$ cat src/rtl/pipe_ctrl_pkg.sv
// rtl/pipe_ctrl_pkg.sv - shared types and defaults for the pipeline stall controller
package pipe_ctrl_pkg;

    typedef enum logic {
        IDLE = 1'b0,
        BUSY = 1'b1
    } md_state_t;

    localparam int REG_W       = 5;
    localparam int MUL_LAT_DEF = 5;
    localparam int DIV_LAT_DEF = 10;

    function automatic int max_int(input int a, input int b);
        return (a > b) ? a : b;
    endfunction

endpackage

$ cat src/rtl/md_busy_timer.sv
// rtl/md_busy_timer.sv - mult/div HI/LO busy timer: two-state FSM plus down-counter
module md_busy_timer
    import pipe_ctrl_pkg::*;
#(
    parameter int MUL_LAT = MUL_LAT_DEF,
    parameter int DIV_LAT = DIV_LAT_DEF
) (
    input  logic clk,
    input  logic rst_n,
    input  logic start,
    input  logic is_div,
    output logic busy
);

    localparam int CW = $clog2(max_int(MUL_LAT, DIV_LAT) + 1);

    md_state_t       state, state_nxt;
    logic [CW-1:0]   md_cnt, md_cnt_nxt;

    always_ff @(posedge clk or negedge rst_n) begin
        if (!rst_n) begin
            state  <= IDLE;
            md_cnt <= '0;
        end else begin
            state  <= state_nxt;
            md_cnt <= md_cnt_nxt;
        end
    end

    // A new start always reloads, even mid-operation, so back-to-back ops restart the timer.
    always_comb begin
        state_nxt  = state;
        md_cnt_nxt = md_cnt;
        if (start) begin
            state_nxt  = BUSY;
            md_cnt_nxt = is_div ? CW'(DIV_LAT) : CW'(MUL_LAT);
        end else begin
            case (state)
                IDLE: begin
                    md_cnt_nxt = '0;
                end
                BUSY: begin
                    if (md_cnt <= CW'(1)) begin
                        state_nxt  = IDLE;
                        md_cnt_nxt = '0;
                    end else begin
                        md_cnt_nxt = md_cnt - CW'(1);
                    end
                end
                default: begin
                    state_nxt  = IDLE;
                    md_cnt_nxt = '0;
                end
            endcase
        end
    end

    always_comb begin
        busy = (state == BUSY);
    end

endmodule

$ cat src/rtl/hazard_stall_ctrl.sv
// rtl/hazard_stall_ctrl.sv - load-use / HI-LO hazard stall and branch-redirect flush control
module hazard_stall_ctrl
    import pipe_ctrl_pkg::*;
#(
    parameter int REG_W   = pipe_ctrl_pkg::REG_W,
    parameter int MUL_LAT = MUL_LAT_DEF,
    parameter int DIV_LAT = DIV_LAT_DEF,
    parameter int PERF_W  = 16
) (
    input  logic              clk,
    input  logic              rst_n,
    input  logic [REG_W-1:0]  id_rs,
    input  logic [REG_W-1:0]  id_rt,
    input  logic              id_use_rs,
    input  logic              id_use_rt,
    input  logic              id_is_md,
    input  logic [REG_W-1:0]  ex_rd,
    input  logic              ex_reg_we,
    input  logic              ex_is_load,
    input  logic              ex_md_start,
    input  logic              ex_md_div,
    input  logic              br_redirect,
    output logic              pc_en,
    output logic              if_id_en,
    output logic              if_id_flush,
    output logic              id_ex_flush,
    output logic              md_busy,
    output logic [PERF_W-1:0] perf_stall_cnt
);

    logic load_use;
    logic md_stall;
    logic stall;

    md_busy_timer #(
        .MUL_LAT (MUL_LAT),
        .DIV_LAT (DIV_LAT)
    ) u_md_timer (
        .clk    (clk),
        .rst_n  (rst_n),
        .start  (ex_md_start),
        .is_div (ex_md_div),
        .busy   (md_busy)
    );

    always_comb begin
        load_use = ex_is_load && ex_reg_we && (ex_rd != '0) &&
                   ((id_use_rs && (id_rs == ex_rd)) || (id_use_rt && (id_rt == ex_rd)));
        // An op issuing in EX this cycle is not yet visible in md_busy, so check it directly.
        md_stall = id_is_md && (md_busy || ex_md_start);
        stall    = load_use || md_stall;
    end

    // The redirect wins: the ID instruction is wrong-path, so flushing it beats stalling it.
    always_comb begin
        pc_en       = 1'b1;
        if_id_en    = 1'b1;
        if_id_flush = 1'b0;
        id_ex_flush = 1'b0;
        if (br_redirect) begin
            if_id_flush = 1'b1;
            id_ex_flush = 1'b1;
        end else if (stall) begin
            pc_en       = 1'b0;
            if_id_en    = 1'b0;
            id_ex_flush = 1'b1;
        end
    end

    always_ff @(posedge clk or negedge rst_n) begin
        if (!rst_n) begin
            perf_stall_cnt <= '0;
        end else if (stall && !br_redirect && (perf_stall_cnt != '1)) begin
            perf_stall_cnt <= perf_stall_cnt + PERF_W'(1);
        end
    end

endmodule
$ cat config.mk
export PLATFORM = sky130hd
export DESIGN_NAME = hazard_stall_ctrl
export DESIGN_NICKNAME = d
export VERILOG_FILES = /design/src/rtl/pipe_ctrl_pkg.sv /design/src/rtl/md_busy_timer.sv /design/src/rtl/hazard_stall_ctrl.sv
export SDC_FILE = /design/constraint.sdc
export NUM_CORES = 1
export LEC_CHECK = 0
export BUFFER_PORTS_ARGS = -buffer_cell sky130_fd_sc_hd__buf_2
export CAP_MARGIN = 20
export CORE_UTILIZATION = 52
export DETAILED_ROUTE_END_ITERATION = 10
export PLACE_DENSITY = 0.84
export SLEW_MARGIN = 20
export SYNTH_ARGS = -nofsm -noshare
export SYNTH_HDL_FRONTEND = slang
export SYNTH_SLANG_ARGS = --single-unit
$ cat constraint.sdc
create_clock -name clk -period 5.52 [get_ports clk]
set_clock_uncertainty 0.2 [all_clocks]
set_input_delay 0 -clock clk [delete_from_list [all_inputs] [get_ports clk]]
set_output_delay 0 -clock clk [all_outputs]
set_load 0.05 [all_outputs]
==> results of run 1 <==
==> stage by stage <==
stage | instances | worst slack, ns | cell area [um^2] | total power (uW) | hold slack, ns
after floorplan | 121 | 3.165 | 1245 | 360.0 | -0.4956
after global placement | 191 | 3.221 | 1479 | 406.7 | -0.2272
after detailed placement | 191 | 3.135 | 1479 | 412.6 | -0.2223
after CTS | 201 | 3.054 | 1565 | 488.1 | 0.005938
after global routing | 201 | 2.884 | 1565 | 513.3 | 0.07544
final | 201 | 3.053 | 1565 | 482.5 | 0.02837
==> metal layers <==
layer  part of all wire  global-route usage  wire, um  vias up
met5                  0                   0         0        -
met1               0.42              0.2849      1105      491
met4             0.0056             0.09722        15        0
met2               0.52              0.4232      1390       42
met3              0.057             0.02976       151        2
li1                   -                   -         -      524
==> critical path: stages, from the launching register on <==
cell	delay, ns
dfrtp_1	0.43
ha_1	0.24
nand4_1	0.25
nor2_1	0.09
a221oi_1	0.33
dlygate4sd3_1	0.60
nand3_1	0.09
xnor2_1	0.14
==> worst max path at each step <==
stage / from / endpoint / slack [ns] / cells after the start
after detailed placement: perf_stall_cnt[0] / perf_stall_cnt[6] / 3.13 / 7
after global routing: perf_stall_cnt[0] / perf_stall_cnt[9] / 2.88 / 7
after floorplan: perf_stall_cnt[0] / perf_stall_cnt[1] / 3.16 / 7
after CTS: perf_stall_cnt[0] / perf_stall_cnt[2] / 3.05 / 7
final: perf_stall_cnt[0] / perf_stall_cnt[2] / 3.05 / 7
after global placement: perf_stall_cnt[0] / perf_stall_cnt[1] / 3.22 / 6
==> where the power goes <==
| part | switching, uW | internal, uW | total [uW] |
|---|---|---|---|
| Clock | 42.1 | 28.1 | 70.2 |
| Sequential | 30.5 | 182 | 212 |
| Combinational | 136 | 64.3 | 200 |
==> placed cells by master (no fill, tap or decap), types with 5 or more instances in the layout <==
cell,instances
nand4_1,5
o21ai_0,6
nor2_1,5
nand2b_1,5
nand3_1,6
xor2_1,8
dlygate4sd3_1,6
dfrtp_1,21
xnor2_1,16
nand2_1,9
buf_2,45
inv_1,5
nor3_2,5
==> registers in the layout (all words and copies together), names as in the netlist <==
| name | flops |
|---|---|
| perf_stall_cnt | 16 |
| u_md_timer.busy | 1 |
| u_md_timer.md_cnt | 4 |
==> layout make-up <==
class | instances | area (um^2)
fill | 165 | 668.1
clock buffer | 4 | 26.28
timing repair buffer | 51 | 285.3
multi-input combinational | 92 | 674.4
inverter | 5 | 18.77
sequential | 21 | 525.5
tap | 28 | 35.03
==> cells by family after synthesis <==
family	count (synthesis)	synth area share
AOI/OAI and AO/OA	13	0.07841
xor gates and xnor gates	24	0.1688
adders and majority gates	3	0.03015
buffers and inverters	8	0.03618
DFF	21	0.4221
muxes	4	0.03919
and+or+nand+nor	48	0.2251
==> impl_metrics.json, run 1 <==
{
  "critPathRequiredTime_ns": 5.50,
  "synth_top_flop_cell": "dfrtp_1",
  "fin_crit_sh": 0.4469,
  "synth_seq_area_share": 0.4221,
  "num_rows": 17,
  "cts_sinks": 21,
  "portBuffers": 45,
  "synth_warnings": 0,
  "fmax_mhz": 405.4,
  "core_um2": 2233,
  "maxSlewHeadroom": 0.3863,
  "cts_hold_buf": 6,
  "drt_first_pass_iters": 4,
  "postSynthCellCount": 121,
  "cts_resized": 0,
  "postRouteAntennaNets": 0,
  "critPathKind": "reg -> reg",
  "insertion_delay_ns": 0.29,
  "hp-class": "in -> reg",
  "wire_per_inst_um": 13.24,
  "slew_viol_final": 0,
  "r2r_cells": 7,
  "clk_path_buf_depth": 2,
  "overflow": 0,
  "post-route-util": 0.7008,
  "syn-num-nets": 149,
  "setup_viol": 0,
  "drv_cap": 0,
  "holdCritStartpoint": "id_use_rt",
  "r2r-end": "perf_stall_cnt[2]",
  "hold_depth": 5,
  "min_delay_worst_endpoint": "perf_stall_cnt[2]",
  "grt_pass1_vias": 1085,
  "grt_pass1_wl_um": 4554,
  "cts-root-buf": "clkbuf_4",
  "die_h_um": 50.93,
  "hold_viol_final": 0,
  "cts_max_level": 1,
  "viasPerCell": 5.269,
  "drt_iter0_markers": 30,
  "area_growth_pct": 25.73,
  "crit_fanout": 7,
  "async_flop_share": 1.000,
  "grt_util_all_layers": 0.2369,
  "cp_data_arrival_time_ns": 2.45,
  "dp_hpwl_um": 2015,
  "synth_top_cell_by_area": "dfrtp_1",
  "antenna_found_initial": 0,
  "finalCriticalPeriod_ns": 2.467,
  "tightest_slew_ns": 0.9176,
  "synth_area_leaders": "dfrtp_1, xnor2_1, xor2_1",
  "synth_cell_types": 31,
  "crit_path_end_kind": "register",
  "ir_drop_mv": 0.2528,
  "yosysMostFrequentCell": "dfrtp_1",
  "numCtsBuffers": 3,
  "syn_area_um2": 1245,
  "via_count": 1059,
  "grt_start_max_net_pins": 22,
  "tns_ns": 0,
  "yosys.area.top_type_share": 0.4221,
  "drc_errors": 0,
  "r2r_setup_slack_ns": 3.05,
  "p_leak_uw": 0.0007477,
  "rsz0062_at_grt": "no",
  "r2r_start": "perf_stall_cnt[0]",
  "synth-seq-cells": 21,
  "synth_common_cells": "dfrtp_1, xnor2_1, nand2_1, xor2_1",
  "antenna_cells": 0,
  "drive_above_1_share": 0.3468,
  "num-nets-final": 202,
  "post_cts_buffers": 0,
  "synth_edf_count": 0,
  "initial_core_util": 0.5574,
  "start_kind": "register",
  "die-area_um2": 2594,
  "status": "complete, no violations",
  "powerDensity_nw_per_um2": 308.2,
  "cts_tree": "done",
  "ios": 46,
  "wl_um": 2662,
  "path_clk_slew_ns": 0.10,
  "avgSynthCellArea_um2": 10.29,
  "gp_congestion": 0.7850,
  "die_x_um": 50.93
}
(Power assumes the default switching activity.)
==> run 2, diff against run 1 <==
--- a/config.mk
+++ b/config.mk
@@ -7,9 +7,9 @@
 export LEC_CHECK = 0
 export BUFFER_PORTS_ARGS = -buffer_cell sky130_fd_sc_hd__buf_2
 export CAP_MARGIN = 20
-export CORE_UTILIZATION = 52
+export CORE_UTILIZATION = 44
 export DETAILED_ROUTE_END_ITERATION = 10
-export PLACE_DENSITY = 0.84
+export PLACE_DENSITY = 0.75
 export SLEW_MARGIN = 20
 export SYNTH_ARGS = -nofsm -noshare
 export SYNTH_HDL_FRONTEND = slang
==> constraint.sdc (replaced) <==
create_clock -name clk -period 2.1 [get_ports clk]
set_clock_uncertainty 0.2 [all_clocks]
set_input_delay 0 -clock clk [delete_from_list [all_inputs] [get_ports clk]]
set_output_delay 0 -clock clk [all_outputs]
set_load 0.05 [all_outputs]
==> run 2 against run 1 <==
Compared with the run above:
- die area up 17%
- register-to-register slack worse by 3.0 ns
- worst hold slack worse by 0.013 ns
- critical endpoint is now perf_stall_cnt[11]
- critical path type unchanged
- utilization down 4.9 points
- via count up 3.7%
- sequential share of layout area down 1.4 points
- clock-buffer cell count down 1
- routed wire length up 4.4%
- sequential power rose to 2.7 times the previous value
==> impl_metrics.json, run 2 (synthesized netlist as in run 1, its figures left out) <==
{
  "status": "complete, no violations",
  "power.total_uw": 1327,
  "num_rows": 18,
  "drc_errors": 0,
  "area_growth_pct": 34.37,
  "fmax_mhz": 486.8,
  "layout_commonest_cell": "buf_2",
  "min_delay_worst_endpoint": "perf_stall_cnt[2]",
  "hp-class": "in -> reg",
  "crit_path_end_kind": "register",
  "cts_sinks": 21,
  "num-nets-final": 209,
  "path_clk_slew_ns": 0.12,
  "drive_above_1_share": 0.4444,
  "hold_viol_final": 0,
  "numCtsBuffers": 3,
  "finalCriticalPeriod_ns": 2.054,
  "die_x_um": 55.19,
  "p_leak_uw": 0.0007881,
  "drt_first_pass_iters": 4,
  "postRouteAntennaNets": 0,
  "largest_register": "perf_stall_cnt",
  "tns_ns": 0,
  "grt_util_all_layers": 0.1896,
  "slew_viol_final": 0,
  "hold-worst-slack_ns": 0.01498,
  "cts_tree": "done",
  "largest_register_ffs": 16,
  "setup_viol": 0,
  "die-area_um2": 3046,
  "r2r_setup_slack_ns": 0.05,
  "via_count": 1098,
  "antenna_cells": 0,
  "layout_common_cells": "buf_2, xnor2_1, dfrtp_1, dfrtp_2, nand2_1",
  "overflow": 0,
  "holdCritStartpoint": "id_use_rt",
  "grt_pass1_wl_um": 4029,
  "initial_core_util": 0.4849,
  "cts_max_level": 1,
  "crit_chain": "and4_4 > and4_1 > a221oi_2 > nand2_1 > buf_6 > nor3_2 > xor2_1",
  "portBuffers": 45,
  "antenna_found_initial": 0,
  "cts-root-buf": "clkbuf_4",
  "critPathRequiredTime_ns": 2.13,
  "die_h_um": 55.19,
  "crit_fanout": 11,
  "cp_data_arrival_time_ns": 2.08,
  "r2r-end": "perf_stall_cnt[11]",
  "clk_path_buf_depth": 2,
  "path_buf_inv": 1,
  "core_um2": 2567,
  "r2r_start": "perf_stall_cnt[5]",
  "wl_um": 2780,
  "cp_slowest_cell": "dfrtp_2",
  "r2r_cells": 7,
  "drv_cap": 0,
  "wire_per_inst_um": 13.24,
  "grt_pass1_vias": 934,
  "ios": 46,
  "drt_iter0_markers": 12,
  "viasPerCell": 5.229,
  "grt_start_max_net_pins": 22,
  "cpPeakStageDelay_ns": 0.43,
  "ir_drop_mv": 0.8039,
  "hold_depth": 5,
  "fillers": 233,
  "insertion_delay_ns": 0.31,
  "gp_congestion": 0.7747,
  "dp_hpwl_um": 2120,
  "tightest_slew_ns": 0.9169,
  "critPathKind": "reg -> reg",
  "cp_top_family": "simple AND/OR/NAND/NOR gates",
  "maxSlewHeadroom": 0.3867,
  "start_kind": "register",
  "fin_crit_sh": 0.9783,
  "powerDensity_nw_per_um2": 793.5
}
## run 2: final cells by class
class	count	area, um^2	area share
flip-flops and latches	21	538.0	0.3216
well taps	30	37.54	0.02244
inverters	5	18.77	0.01122
clock buffers	3	22.52	0.01346
multi-input cells	92	706.9	0.4226
repair buffers	58	344.1	0.2057
clock inverters	1	5.005	0.002992
## run 2: metal layers
metal / global-route usage / routed length [um] / up-vias
li1: - / - / 539
met5: 0 / 0 / -
met1: 0.2213 / 1191 / 516
met3: 0.02459 / 183 / 4
met4: 0.06250 / 24 / 0
met2: 0.3534 / 1381 / 39
## run 2: worst max-delay path by stage
stage	startpoint	to	depth (start not counted)
2_1_floorplan	perf_stall_cnt[0]	perf_stall_cnt[1]	7
3_3_place_gp	perf_stall_cnt[6]	perf_stall_cnt[1]	6
3_5_place_dp	perf_stall_cnt[6]	perf_stall_cnt[11]	7
4_1_cts	perf_stall_cnt[5]	perf_stall_cnt[11]	7
5_1_grt	perf_stall_cnt[5]	perf_stall_cnt[11]	7
6_report	perf_stall_cnt[5]	perf_stall_cnt[11]	7
## run 2: power breakdown
| part | internal (uW) | leakage [uW] | switching [uW] |
|---|---|---|---|
| logic | 188 | 0.000514 | 365 |
| registers | 489 | 0.000256 | 89.9 |
| clock network | 71.1 | 0.0000177 | 125 |
## run 2: worst min-delay path: cells and delay by family
family	cells	cell delay (ns)
xor gates and xnor gates	1	0.06
buffers and inverters	1	0.10
and+or+nand+nor	2	0.20
AOI/OAI and AO/OA	1	0.14
## run 2: per-stage QoR
stage               utilization  setup slack [ns]  cells  cell area, um^2
floorplan                     -          -0.01897    121             1279
global placement         0.5989            0.1442    196             1538
detailed placement       0.5989           0.05131    196             1538
CTS                      0.6369           0.01985    207             1635
global route             0.6516          -0.03880    210             1673
finish                   0.6516           0.04557    210             1673
## run 2: timing repair
action,4_1_cts,5_1_grt
endpoints found under the hold margin,28,0
setup buffers,0,3
endpoints found under the setup margin,0,7
resized for setup,0,3
hold buffers,7,0
==> run 3, diff against run 2 <==
--- a/config.mk
+++ b/config.mk
@@ -6,10 +6,11 @@
 export NUM_CORES = 1
 export LEC_CHECK = 0
 export BUFFER_PORTS_ARGS = -buffer_cell sky130_fd_sc_hd__buf_2
-export CAP_MARGIN = 20
 export CORE_UTILIZATION = 44
+export CTS_CLUSTER_SIZE = 12
 export DETAILED_ROUTE_END_ITERATION = 10
 export PLACE_DENSITY = 0.75
+export RECOVER_POWER = 100
 export SLEW_MARGIN = 20
 export SYNTH_ARGS = -nofsm -noshare
 export SYNTH_HDL_FRONTEND = slang
==> run 3 against run 2 <==
Compared with the run above:
- sequential share of layout area increased by 0.44 points
- register-to-register slack hardly changed
- cell area shrank 1.3%
- highest routed layer unchanged
- critical path type unchanged
- utilization decreased by 0.88 points
- combinational power fell by 3%
- first-iteration DRC count unchanged
- global-route usage unchanged
==> impl_metrics.json, run 3 (synthesized netlist as in run 1, its figures left out) <==
{
  "p_leak_uw": 0.0007236,
  "p_int_uw": 731.1,
  "power.total_uw": 1312,
  "fillers": 240,
  "layout_commonest_cell": "buf_2",
  "finalCriticalPeriod_ns": 2.047,
  "cts_sinks": 21,
  "setup_viol": 0,
  "power_frac_clock": 0.148,
  "die_h_um": 55.19,
  "r2r_cells": 7,
  "ir_drop_mv": 0.7343,
  "area_growth_pct": 32.56,
  "multi_input_area_um2": 706.9,
  "wire_per_inst_um": 13.30,
  "hold_depth": 5,
  "p_sw_uw": 580.7,
  "hold_viol_final": 0,
  "drive_above_1_share": 0.3444,
  "crit_fanout": 11,
  "critPathRequiredTime_ns": 2.13,
  "antenna_cells": 0,
  "cts_max_level": 1,
  "initial_core_util": 0.4849,
  "die_x_um": 55.19,
  "drt_iter0_markers": 12,
  "drt_first_pass_iters": 4,
  "grt_pass1_wl_um": 4029,
  "grt_pass1_vias": 934,
  "largest_register_ffs": 16,
  "overflow": 0,
  "largest_register": "perf_stall_cnt",
  "die-area_um2": 3046,
  "p_comb_frac": 0.409,
  "insertion_delay_ns": 0.31,
  "dp_hpwl_um": 2120,
  "grt_util_all_layers": 0.1896,
  "worst_slack_ns": 0.05305,
  "ios": 46,
  "cts_tree": "done",
  "viasPerCell": 5.262,
  "via_count": 1105,
  "layout_common_cells": "buf_2, clkbuf_1, xnor2_1, dfrtp_1, dfrtp_2",
  "num-nets-final": 209,
  "clk_path_buf_depth": 2,
  "slew_viol_final": 0,
  "powerDensity_nw_per_um2": 794.9,
  "path_clk_slew_ns": 0.12,
  "wl_um": 2792,
  "switching_share": 0.4427,
  "numCtsBuffers": 3,
  "status": "complete, no violations",
  "postRouteAntennaNets": 0,
  "gp_congestion": 0.7747,
  "cp_data_arrival_time_ns": 2.08,
  "start_kind": "register",
  "maxSlewHeadroom": 0.3899,
  "portBuffers": 45,
  "grt_start_max_net_pins": 22,
  "num_rows": 18,
  "tightest_slew_ns": 0.9121,
  "dp_slack_ns": 0.05131,
  "drv_cap": 0,
  "seqPwrFrac": 0.443,
  "fin_crit_sh": 0.9747,
  "core_um2": 2567,
  "drc_errors": 0,
  "cts-root-buf": "clkbuf_4",
  "fmax_mhz": 488.5,
  "crit_path_end_kind": "register",
  "regArea_um2": 538.0,
  "hp-class": "in -> reg",
  "antenna_found_initial": 0,
  "critPathKind": "reg -> reg"
}
-- run 3: layer usage --
layer  wire [um]  part of all wire  GRT usage  vias up
li1            -                 -          -      543
met1        1211              0.43     0.2213      519
met2        1376              0.49     0.3534       39
met3         179             0.064    0.02459        4
met4          24            0.0086    0.06250        0
met5           0                 0          0        -
-- run 3: layout make-up --
type                    instances  area share
well taps                      30     0.02274
clock buffers                   3     0.01365
inverters                       5     0.01137
flip-flops and latches         21      0.3260
repair buffers                 58      0.1948
clock inverters                 1    0.003033
multi-input cells              92      0.4284
-- run 3: final timing paths --
check | slack (ns) | endpoint | start
max | 0.05 | perf_stall_cnt[11] | perf_stall_cnt[5]
min | 0.02 | perf_stall_cnt[2] | id_use_rt
max reg2reg | 0.05 | perf_stall_cnt[11] | perf_stall_cnt[5]
min reg2reg | 0.29 | perf_stall_cnt[8] | perf_stall_cnt[8]
max in group asynchronous | 0.39 | perf_stall_cnt[0] | rst_n
min in group asynchronous | 0.69 | u_md_timer.md_cnt[0] | rst_n
-- run 3: timing repair --
action | 4_1_cts | 5_1_grt
buffers inserted | 0 | 3
endpoints found under the hold margin | 28 | 0
hold buffers | 7 | 0
setup endpoints to repair | 0 | 7
gates resized for setup | 0 | 3
-- run 3: metrics by stage --
step	setup TNS, ns	hold slack [ns]	cells	area [um^2]	utilization
2_1_floorplan	-0.01897	-0.4956	121	1279	-
3_3_place_gp	0	-0.2215	196	1538	0.5989
3_5_place_dp	0	-0.2184	196	1538	0.5989
4_1_cts	0	0.006726	207	1635	0.6369
5_1_grt	-0.08307	0.04394	210	1650	0.6428
6_report	0	0.01584	210	1650	0.6428
-- run 3: worst max-delay path, stage by stage, from the launching register on --
cell and delay (ns):
dfrtp_2 0.43, and4_4 0.21, and4_1 0.22, a221oi_2 0.28
nand2_1 0.11, buf_6 0.17, nor3_2 0.18, xor2_1 0.18
-- run 3: power by group through the flow --
stage / combinational (uW) / sequential (uW) / clock, uW
2_1_floorplan: 206 / 771 / 0
3_3_place_gp: 525 / 580 / 0
3_5_place_dp: 540 / 586 / 0
4_1_cts: 551 / 579 / 201
5_1_grt: 579 / 597 / 218
6_report: 537 / 581 / 194
